===== src/rtl/spell_loader_pkg.sv =====
// Shared types and constants for the spell core boot loader.
// The optional checksum output is enabled with SPELL_LOADER_CHECKSUM_EN.
package spell_loader_pkg;

  typedef enum logic [2:0] {
    ST_IDLE   = 3'd0,
    ST_CMD    = 3'd1,
    ST_ADDR   = 3'd2,
    ST_DATA   = 3'd3,
    ST_WRITE  = 3'd4,
    ST_FINISH = 3'd5
  } state_t;

  localparam logic [7:0] READ_CMD_DEFAULT = 8'h03;

  localparam int CMD_BITS  = 8;
  localparam int ADDR_BITS = 24;
  localparam int DATA_BITS = 8;

  // Widest field the shifter ever sends, and the width of its bit counter.
  localparam int SHIFT_W = 24;
  localparam int CNT_W   = 5;

endpackage


===== src/rtl/spell_spi_shifter.sv =====
// SPI mode 0 bit engine: SCK divider plus a left-aligned transmit shift
// register of up to 24 bits and an 8-bit receive shift register.
// A load starts a frame of 'width' bits; each bit is CLK_DIV cycles with SCK
// low followed by CLK_DIV cycles with SCK high. MISO is captured on the edge
// that raises SCK, MOSI advances on the edge that lowers it.
module spell_spi_shifter
  import spell_loader_pkg::*;
#(
  parameter int CLK_DIV = 2
) (
  input  logic               clock,
  input  logic               reset,
  input  logic               load,
  input  logic [CNT_W-1:0]   width,
  input  logic [SHIFT_W-1:0] tx_data,
  input  logic               miso,
  output logic               sck,
  output logic               mosi,
  output logic [7:0]         rx_byte,
  output logic               active,
  output logic               bit_done,
  output logic               byte_done
);

  localparam int DW = (CLK_DIV > 1) ? $clog2(CLK_DIV) : 1;
  localparam logic [DW-1:0] DIV_LAST = DW'(CLK_DIV - 1);

  logic               active_reg;
  logic               sck_reg;
  logic [DW-1:0]      div_reg;
  logic [CNT_W-1:0]   bits_reg;
  logic [SHIFT_W-1:0] tx_reg;
  logic [7:0]         rx_reg;
  logic               phase_end;

  assign phase_end = active_reg && (div_reg == DIV_LAST);
  assign bit_done  = phase_end && sck_reg;
  assign byte_done = bit_done && (bits_reg == CNT_W'(1));

  assign sck     = sck_reg;
  assign mosi    = active_reg & tx_reg[SHIFT_W-1];
  assign rx_byte = rx_reg;
  assign active  = active_reg;

  // Divider, SCK phase and both shift registers; a load overrides the frame end.
  always_ff @(posedge clock or posedge reset) begin
    if (reset) begin
      active_reg <= 1'b0;
      sck_reg    <= 1'b0;
      div_reg    <= '0;
      bits_reg   <= '0;
      tx_reg     <= '0;
      rx_reg     <= '0;
    end else if (load) begin
      active_reg <= 1'b1;
      sck_reg    <= 1'b0;
      div_reg    <= '0;
      bits_reg   <= width;
      tx_reg     <= tx_data;
    end else if (active_reg) begin
      if (phase_end) begin
        div_reg <= '0;
        if (!sck_reg) begin
          sck_reg <= 1'b1;
          rx_reg  <= {rx_reg[6:0], miso};
        end else begin
          sck_reg  <= 1'b0;
          tx_reg   <= {tx_reg[SHIFT_W-2:0], 1'b0};
          bits_reg <= bits_reg - CNT_W'(1);
          if (bits_reg == CNT_W'(1)) begin
            active_reg <= 1'b0;
          end
        end
      end else begin
        div_reg <= div_reg + DW'(1);
      end
    end
  end

endmodule


===== src/rtl/spell_flash_loader.sv =====
// Boot sequencer: one SPI READ from flash, streaming 'length' bytes into the
// spell core program memory while holding the core in reset.
// Define SPELL_LOADER_CHECKSUM_EN to add an 8-bit sum of the loaded bytes.
module spell_flash_loader
  import spell_loader_pkg::*;
#(
  parameter int         MEM_AW   = 8,
  parameter int         CLK_DIV  = 2,
  parameter logic [7:0] READ_CMD = READ_CMD_DEFAULT
) (
  input  logic              clock,
  input  logic              reset,
  input  logic              start,
  input  logic [23:0]       flash_base,
  input  logic [MEM_AW:0]   length,
  output logic              spi_csb,
  output logic              spi_sck,
  output logic              spi_mosi,
  input  logic              spi_miso,
  output logic              mem_we,
  output logic [MEM_AW-1:0] mem_addr,
  output logic [7:0]        mem_wdata,
  output logic              busy,
  output logic              done,
  output logic              core_hold
`ifdef SPELL_LOADER_CHECKSUM_EN
  ,
  output logic [7:0]        checksum
`endif
);

  localparam logic [MEM_AW:0] MAX_LEN = {1'b1, {MEM_AW{1'b0}}};

  state_t             state;
  state_t             state_next;
  logic [23:0]        base_reg;
  logic [MEM_AW:0]    len_reg;
  logic [MEM_AW:0]    index_reg;
  logic [MEM_AW:0]    index_inc;
  logic [MEM_AW:0]    len_clamp;
  logic               done_reg;
  logic               hold_reg;
  logic               accept;
  logic               last_byte;

  logic               sh_load;
  logic [CNT_W-1:0]   sh_width;
  logic [SHIFT_W-1:0] sh_tx;
  logic               sh_active;
  logic               sh_bit_done;
  logic               sh_byte_done;
  logic               frame_end;
  logic [7:0]         sh_rx;

  assign accept    = (state == ST_IDLE) && start;
  assign index_inc = index_reg + 1'b1;
  assign last_byte = (index_inc == len_reg);
  assign len_clamp = (length > MAX_LEN) ? MAX_LEN : length;
  // A frame has finished on the falling SCK edge of its final bit.
  assign frame_end = sh_bit_done & sh_byte_done;

  spell_spi_shifter #(
    .CLK_DIV (CLK_DIV)
  ) u_shifter (
    .clock     (clock),
    .reset     (reset),
    .load      (sh_load),
    .width     (sh_width),
    .tx_data   (sh_tx),
    .miso      (spi_miso),
    .sck       (spi_sck),
    .mosi      (spi_mosi),
    .rx_byte   (sh_rx),
    .active    (sh_active),
    .bit_done  (sh_bit_done),
    .byte_done (sh_byte_done)
  );

  // State register.
  always_ff @(posedge clock or posedge reset) begin
    if (reset) begin
      state <= ST_IDLE;
    end else begin
      state <= state_next;
    end
  end

  // Next-state logic: each SPI phase advances when its frame completes.
  always_comb begin
    state_next = state;
    case (state)
      ST_IDLE:   if (start) state_next = (length == '0) ? ST_FINISH : ST_CMD;
      ST_CMD:    if (frame_end) state_next = ST_ADDR;
      ST_ADDR:   if (frame_end) state_next = ST_DATA;
      ST_DATA:   if (frame_end) state_next = ST_WRITE;
      ST_WRITE:  state_next = last_byte ? ST_FINISH : ST_DATA;
      ST_FINISH: state_next = ST_IDLE;
      default:   state_next = ST_IDLE;
    endcase
  end

  // Outputs and shifter loads. The first CMD cycle only loads the opcode;
  // later frames are loaded on the edge the previous one ends so no SCK
  // cycles are lost between command, address and data bytes.
  always_comb begin
    spi_csb  = 1'b1;
    busy     = 1'b1;
    mem_we   = 1'b0;
    sh_load  = 1'b0;
    sh_width = CNT_W'(DATA_BITS);
    sh_tx    = '0;
    case (state)
      ST_IDLE: busy = 1'b0;
      ST_CMD: begin
        spi_csb = 1'b0;
        if (!sh_active) begin
          sh_load  = 1'b1;
          sh_width = CNT_W'(CMD_BITS);
          sh_tx    = {READ_CMD, {(SHIFT_W-CMD_BITS){1'b0}}};
        end else if (frame_end) begin
          sh_load  = 1'b1;
          sh_width = CNT_W'(ADDR_BITS);
          sh_tx    = base_reg;
        end
      end
      ST_ADDR: begin
        spi_csb = 1'b0;
        sh_load = frame_end;
      end
      ST_DATA: spi_csb = 1'b0;
      ST_WRITE: begin
        spi_csb = 1'b0;
        mem_we  = 1'b1;
        sh_load = !last_byte;
      end
      ST_FINISH: spi_csb = 1'b1;
      default: busy = 1'b0;
    endcase
  end

  // Request latch, byte index, completion pulse and core hold.
  always_ff @(posedge clock or posedge reset) begin
    if (reset) begin
      base_reg  <= '0;
      len_reg   <= '0;
      index_reg <= '0;
      done_reg  <= 1'b0;
      hold_reg  <= 1'b1;
    end else begin
      done_reg <= (state == ST_FINISH);
      if (accept) begin
        base_reg <= flash_base;
        len_reg  <= len_clamp;
        hold_reg <= 1'b1;
      end
      if (state == ST_WRITE) begin
        index_reg <= index_inc;
      end
      if (state == ST_FINISH) begin
        index_reg <= '0;
        hold_reg  <= 1'b0;
      end
    end
  end

  assign mem_addr  = index_reg[MEM_AW-1:0];
  assign mem_wdata = sh_rx;
  assign done      = done_reg;
  assign core_hold = hold_reg;

`ifdef SPELL_LOADER_CHECKSUM_EN
  logic [7:0] sum_reg;

  // Running modulo-256 sum of written bytes, restarted by each accepted start.
  always_ff @(posedge clock or posedge reset) begin
    if (reset) begin
      sum_reg <= '0;
    end else if (accept) begin
      sum_reg <= '0;
    end else if (state == ST_WRITE) begin
      sum_reg <= sum_reg + sh_rx;
    end
  end

  assign checksum = sum_reg;
`endif

endmodule


===== config.mk =====
export PLATFORM = sky130hd
export DESIGN_NAME = spell_flash_loader
export DESIGN_NICKNAME = d
export VERILOG_FILES = /design/src/rtl/spell_loader_pkg.sv /design/src/rtl/spell_spi_shifter.sv /design/src/rtl/spell_flash_loader.sv
export SDC_FILE = /design/constraint.sdc
export NUM_CORES = 1
export LEC_CHECK = 0
export CAP_MARGIN = 25
export CORE_MARGIN = 3
export CORE_UTILIZATION = 55
export CTS_CLUSTER_DIAMETER = 50
export DETAILED_ROUTE_END_ITERATION = 16
export MAX_ROUTING_LAYER = met4
export PLACE_DENSITY = 0.8
export SLEW_MARGIN = 20
export SYNTH_ARGS = -nofsm -noshare
export SYNTH_HDL_FRONTEND = slang
export SYNTH_SLANG_ARGS = --single-unit

===== constraint.sdc =====
create_clock -name clock -period 3.4 [get_ports clock]
set_clock_uncertainty 0.2 [all_clocks]
set_input_delay 0.34 -clock clock [delete_from_list [all_inputs] [get_ports clock]]
set_output_delay 0.34 -clock clock [all_outputs]
set_load 0.005 [all_outputs]

==> summary.txt <==
Power and ir drop
  – Clk pwr share: 18.2%
  – P per Cell Area: 743 nW/um2
  – Combinational power share: 38.0%
  – Pleak: 2.31 nW
  – VDD IR max: 0.000387 V
  – Net Switching: 1.45 mW
  – Reg power frac: 43.8%
  – Sw Share: between 30% and 40%
  – Overall Power: 3.99 mW
  – Pint: 2.54 mW

Setup path
  – Crit end category: register
  – CP Cell Sequence: ha_1, and3_1, nand3_1, xnor2_1, a2111oi_4, a21oi_2, buf_4, a2bb2oi_1
  – WS Path Type: register to register
  – Slowest stage delay, CP: 560 ps
  – Crit path from: index_reg[1]
  – RR Startpoint: index_reg[1]
  – Critical path's slowest cell: dfrtp_1
  – CP required: 3470 ps
  – Crit start category: register
  – Worst EP arrival: ~3100 ps
  – CP max FO: 21

Final layout
  – P&R area growth vs syn: 17.1%
  – Fin util: roughly two thirds
  – Fin cells: 594
  – Share of cells above drive strength 1: 12.8%
  – Final net count: ~530
  – Antenna Cells: 0
  – Cell area after layout: approximately 5400 um2

Die
  – Core area: ~7900 um2
  – Die Area: 9470 um2
  – Die H: 97.3 um
  – Width of the die: 97.3 um
  – Initial Util: 57.8%
  – Row Count: 32
  – Io pins: 60

Placed design
  – Pre-CTS WS: 437 ps
  – DP HPWL: 6.49 mm
  – Gp weighted congestion: approximately 0.9
  – # placed instances: 579
  – Cell Area, Placed: 5180 um2
  – Port bufs: 59

Drt
  – First DRT Iteration DRCs: about 220
  – Via count of the routed design: 3383
  – DR DRC count: 0
  – Wirelength, routed: 9.35 mm
  – Routed length per instance: 15.7 um
  – Vias/cell: 5.70
  – Antenna-violating nets left: 0
  – Total iterations of the first detailed-routing run: 4

Clock network
  – TritonCTS Buffers: 9
  – Clk sinks: 87
  – CTS root buf: clkbuf_8
  – CTS resizes: 0
  – Later-pin clock latency in the skew report: 360 ps
  – Clock Pin Slew Worst Setup and Hold Paths: 90 ps
  – Htree depth: 3
  – CTS Buffer Depth: 2
  – CTS Hold Buffers Added: 0
  – CTS tree: yes
  – Postcts setup bufs: 0

Synthesis
  – Syn_nets: 487
  – Mapped Cells: 447
  – Dominant synthesized flop cell: dfrtp_1
  – Adder-cell share of the synthesized area: less than 1%
  – Post-synth top area cell: dfrtp_1
  – Fraction of registers with async set/reset: 100%
  – Avg Inst Size Synth: approximately 10 um2
  – Post-synthesis simple-gate area fraction: a little over an eighth
  – Top-count cell post-synth: dfrtp_1
  – Number of synthesized register bits: just under 90
  – YS warnings: 0
  – Post-Syn Area: about 4600 um2
  – Largest family of logic cells by synthesized area: compound AO/OA/AOI/OAI gates
  – Sequential share of the synthesized area: 47.5%
  – Commonest cells in the netlist: dfrtp_1 (86), nand2_1 (61), mux2i_1 (34)
  – Synth Area in Compound Gates: 16.2%
  – Synth top area share: 46.9%
  – Post-synth EDFFs: 0
  – Post-synthesis cell type count: 53
  – Fraction of synthesized area in multiplexers: 13.6%
  – Area contributors post-synth: dfrtp_1 (47%), mux2i_1 (7.4%), mux2_2 (6.1%)
  – XOR/XNOR share of the synthesized area: 3.06%

STA
  – Worst hold slack: 204 ps
  – Fin crit period: 3010 ps
  – Worst-Margin Slew: 749 ps
  – Final worst-path cycle share: 88.5%
  – Max-slew violations: 0
  – Fin. Hold Viols: 0
  – Final worst slack: 389 ps
  – Final setup fails: 0
  – RSZ-0062 raised after global routing: false
  – Setup TNS Final: 0 ps
  – Slew HR: 50.0%
  – Fmax: about 330 MHz

Global route
  – Largest net degree at the start of global routing: 48
  – Vias in the first global route: 3388
  – First-pass GRT wire length: 16.4 mm
  – Initial antenna violation count: 0
  – Gr usage total: 21.4%
  – Congestion Overflow GR: 0

Run
  – Maxcap violations: 0

Status
  – Status: finished clean

Hold path
  – Hold Crit Class: input port to async pin
==> metal layers <==
layer	wire, um	global-route usage, %	vias to the layer above
li1	-	-	1653
met1	4310	28.6	1655
met2	4610	34.2	65
met3	319	3.73	10
met4	107	5.86	0
met5	0	-	-
==> path summary, 6_finish.rpt <==
kind,endpoint,slack [ps],cells after the start
max in group asynchronous,u_shifter.bits_reg[2],2100,3
min in group clock,u_shifter.tx_reg[12],290,2
worst min register to register,u_shifter.tx_reg[12],290,2
worst max-delay path,u_shifter.tx_reg[17],390,8
worst max register to register,u_shifter.tx_reg[17],390,8
worst min-delay path,base_reg[22],200,2
==> kinds of logic after synthesis <==
kind of cell,Yosys count
simple gates,130
fa+ha+maj,3
buf+inv,48
flops,87
mux,59
xor+xnor,16
compound gates,104
==> critical path, delay by kind of cell, from the launching register on <==
kind | cells | cell delay [ps]
buffers and inverters | 1 | 340
AOI/OAI and AO/OA | 3 | 740
xor gates and xnor gates | 1 | 300
adders and majority gates | 1 | 360
and+or+nand+nor | 2 | 420
DFF | 1 | 560
==> power by group through the flow <==
stage	Sequential, mW	Combinational (mW)	Clock (mW)
2_1_floorplan	1.65	1.17	0
3_3_place_gp	1.75	1.46	0
3_5_place_dp	1.77	1.52	0
4_1_cts	1.75	1.53	0.748
5_1_grt	1.81	1.69	0.794
6_report	1.75	1.51	0.728
==> placed cells by master (no fill, tap or decap), drive strengths merged, types with 2 or more instances in the layout <==
cell type | netlist | layout
dfrtp | 86 | 86
and3 | 7 | 7
mux2 | 25 | 25
o211ai | 11 | 11
nor4 | 2 | 2
nor3 | 6 | 6
a22o | 10 | 10
a21boi | 2 | 2
nor2 | 22 | 22
mux2i | 34 | 34
clkbuf | 17 | 9
clkinvlp | 0 | 3
a211oi | 2 | 2
clkdlybuf4s50 | 0 | 59
a31oi | 2 | 2
nand2 | 61 | 61
and3b | 2 | 2
ha | 3 | 3
xor2 | 8 | 8
o22ai | 5 | 5
nand2b | 14 | 14
a2111oi | 2 | 2
and2 | 3 | 3
inv | 9 | 10
a311o | 8 | 8
xnor2 | 8 | 8
buf | 22 | 10
o21ai | 41 | 41
a21oi | 10 | 10
a21o | 2 | 2
nand3 | 7 | 7
or2 | 2 | 2
==> final cells by class <==
type,count,area [um2]
repair buffers,69,678
clock buffers,9,124
inverters,9,35.0
fillers,643,2560
well taps,102,128
multi-input cells,312,2160
clock inverters,6,70.1
flip-flops and latches,87,2180
(Power assumes the default switching activity.)
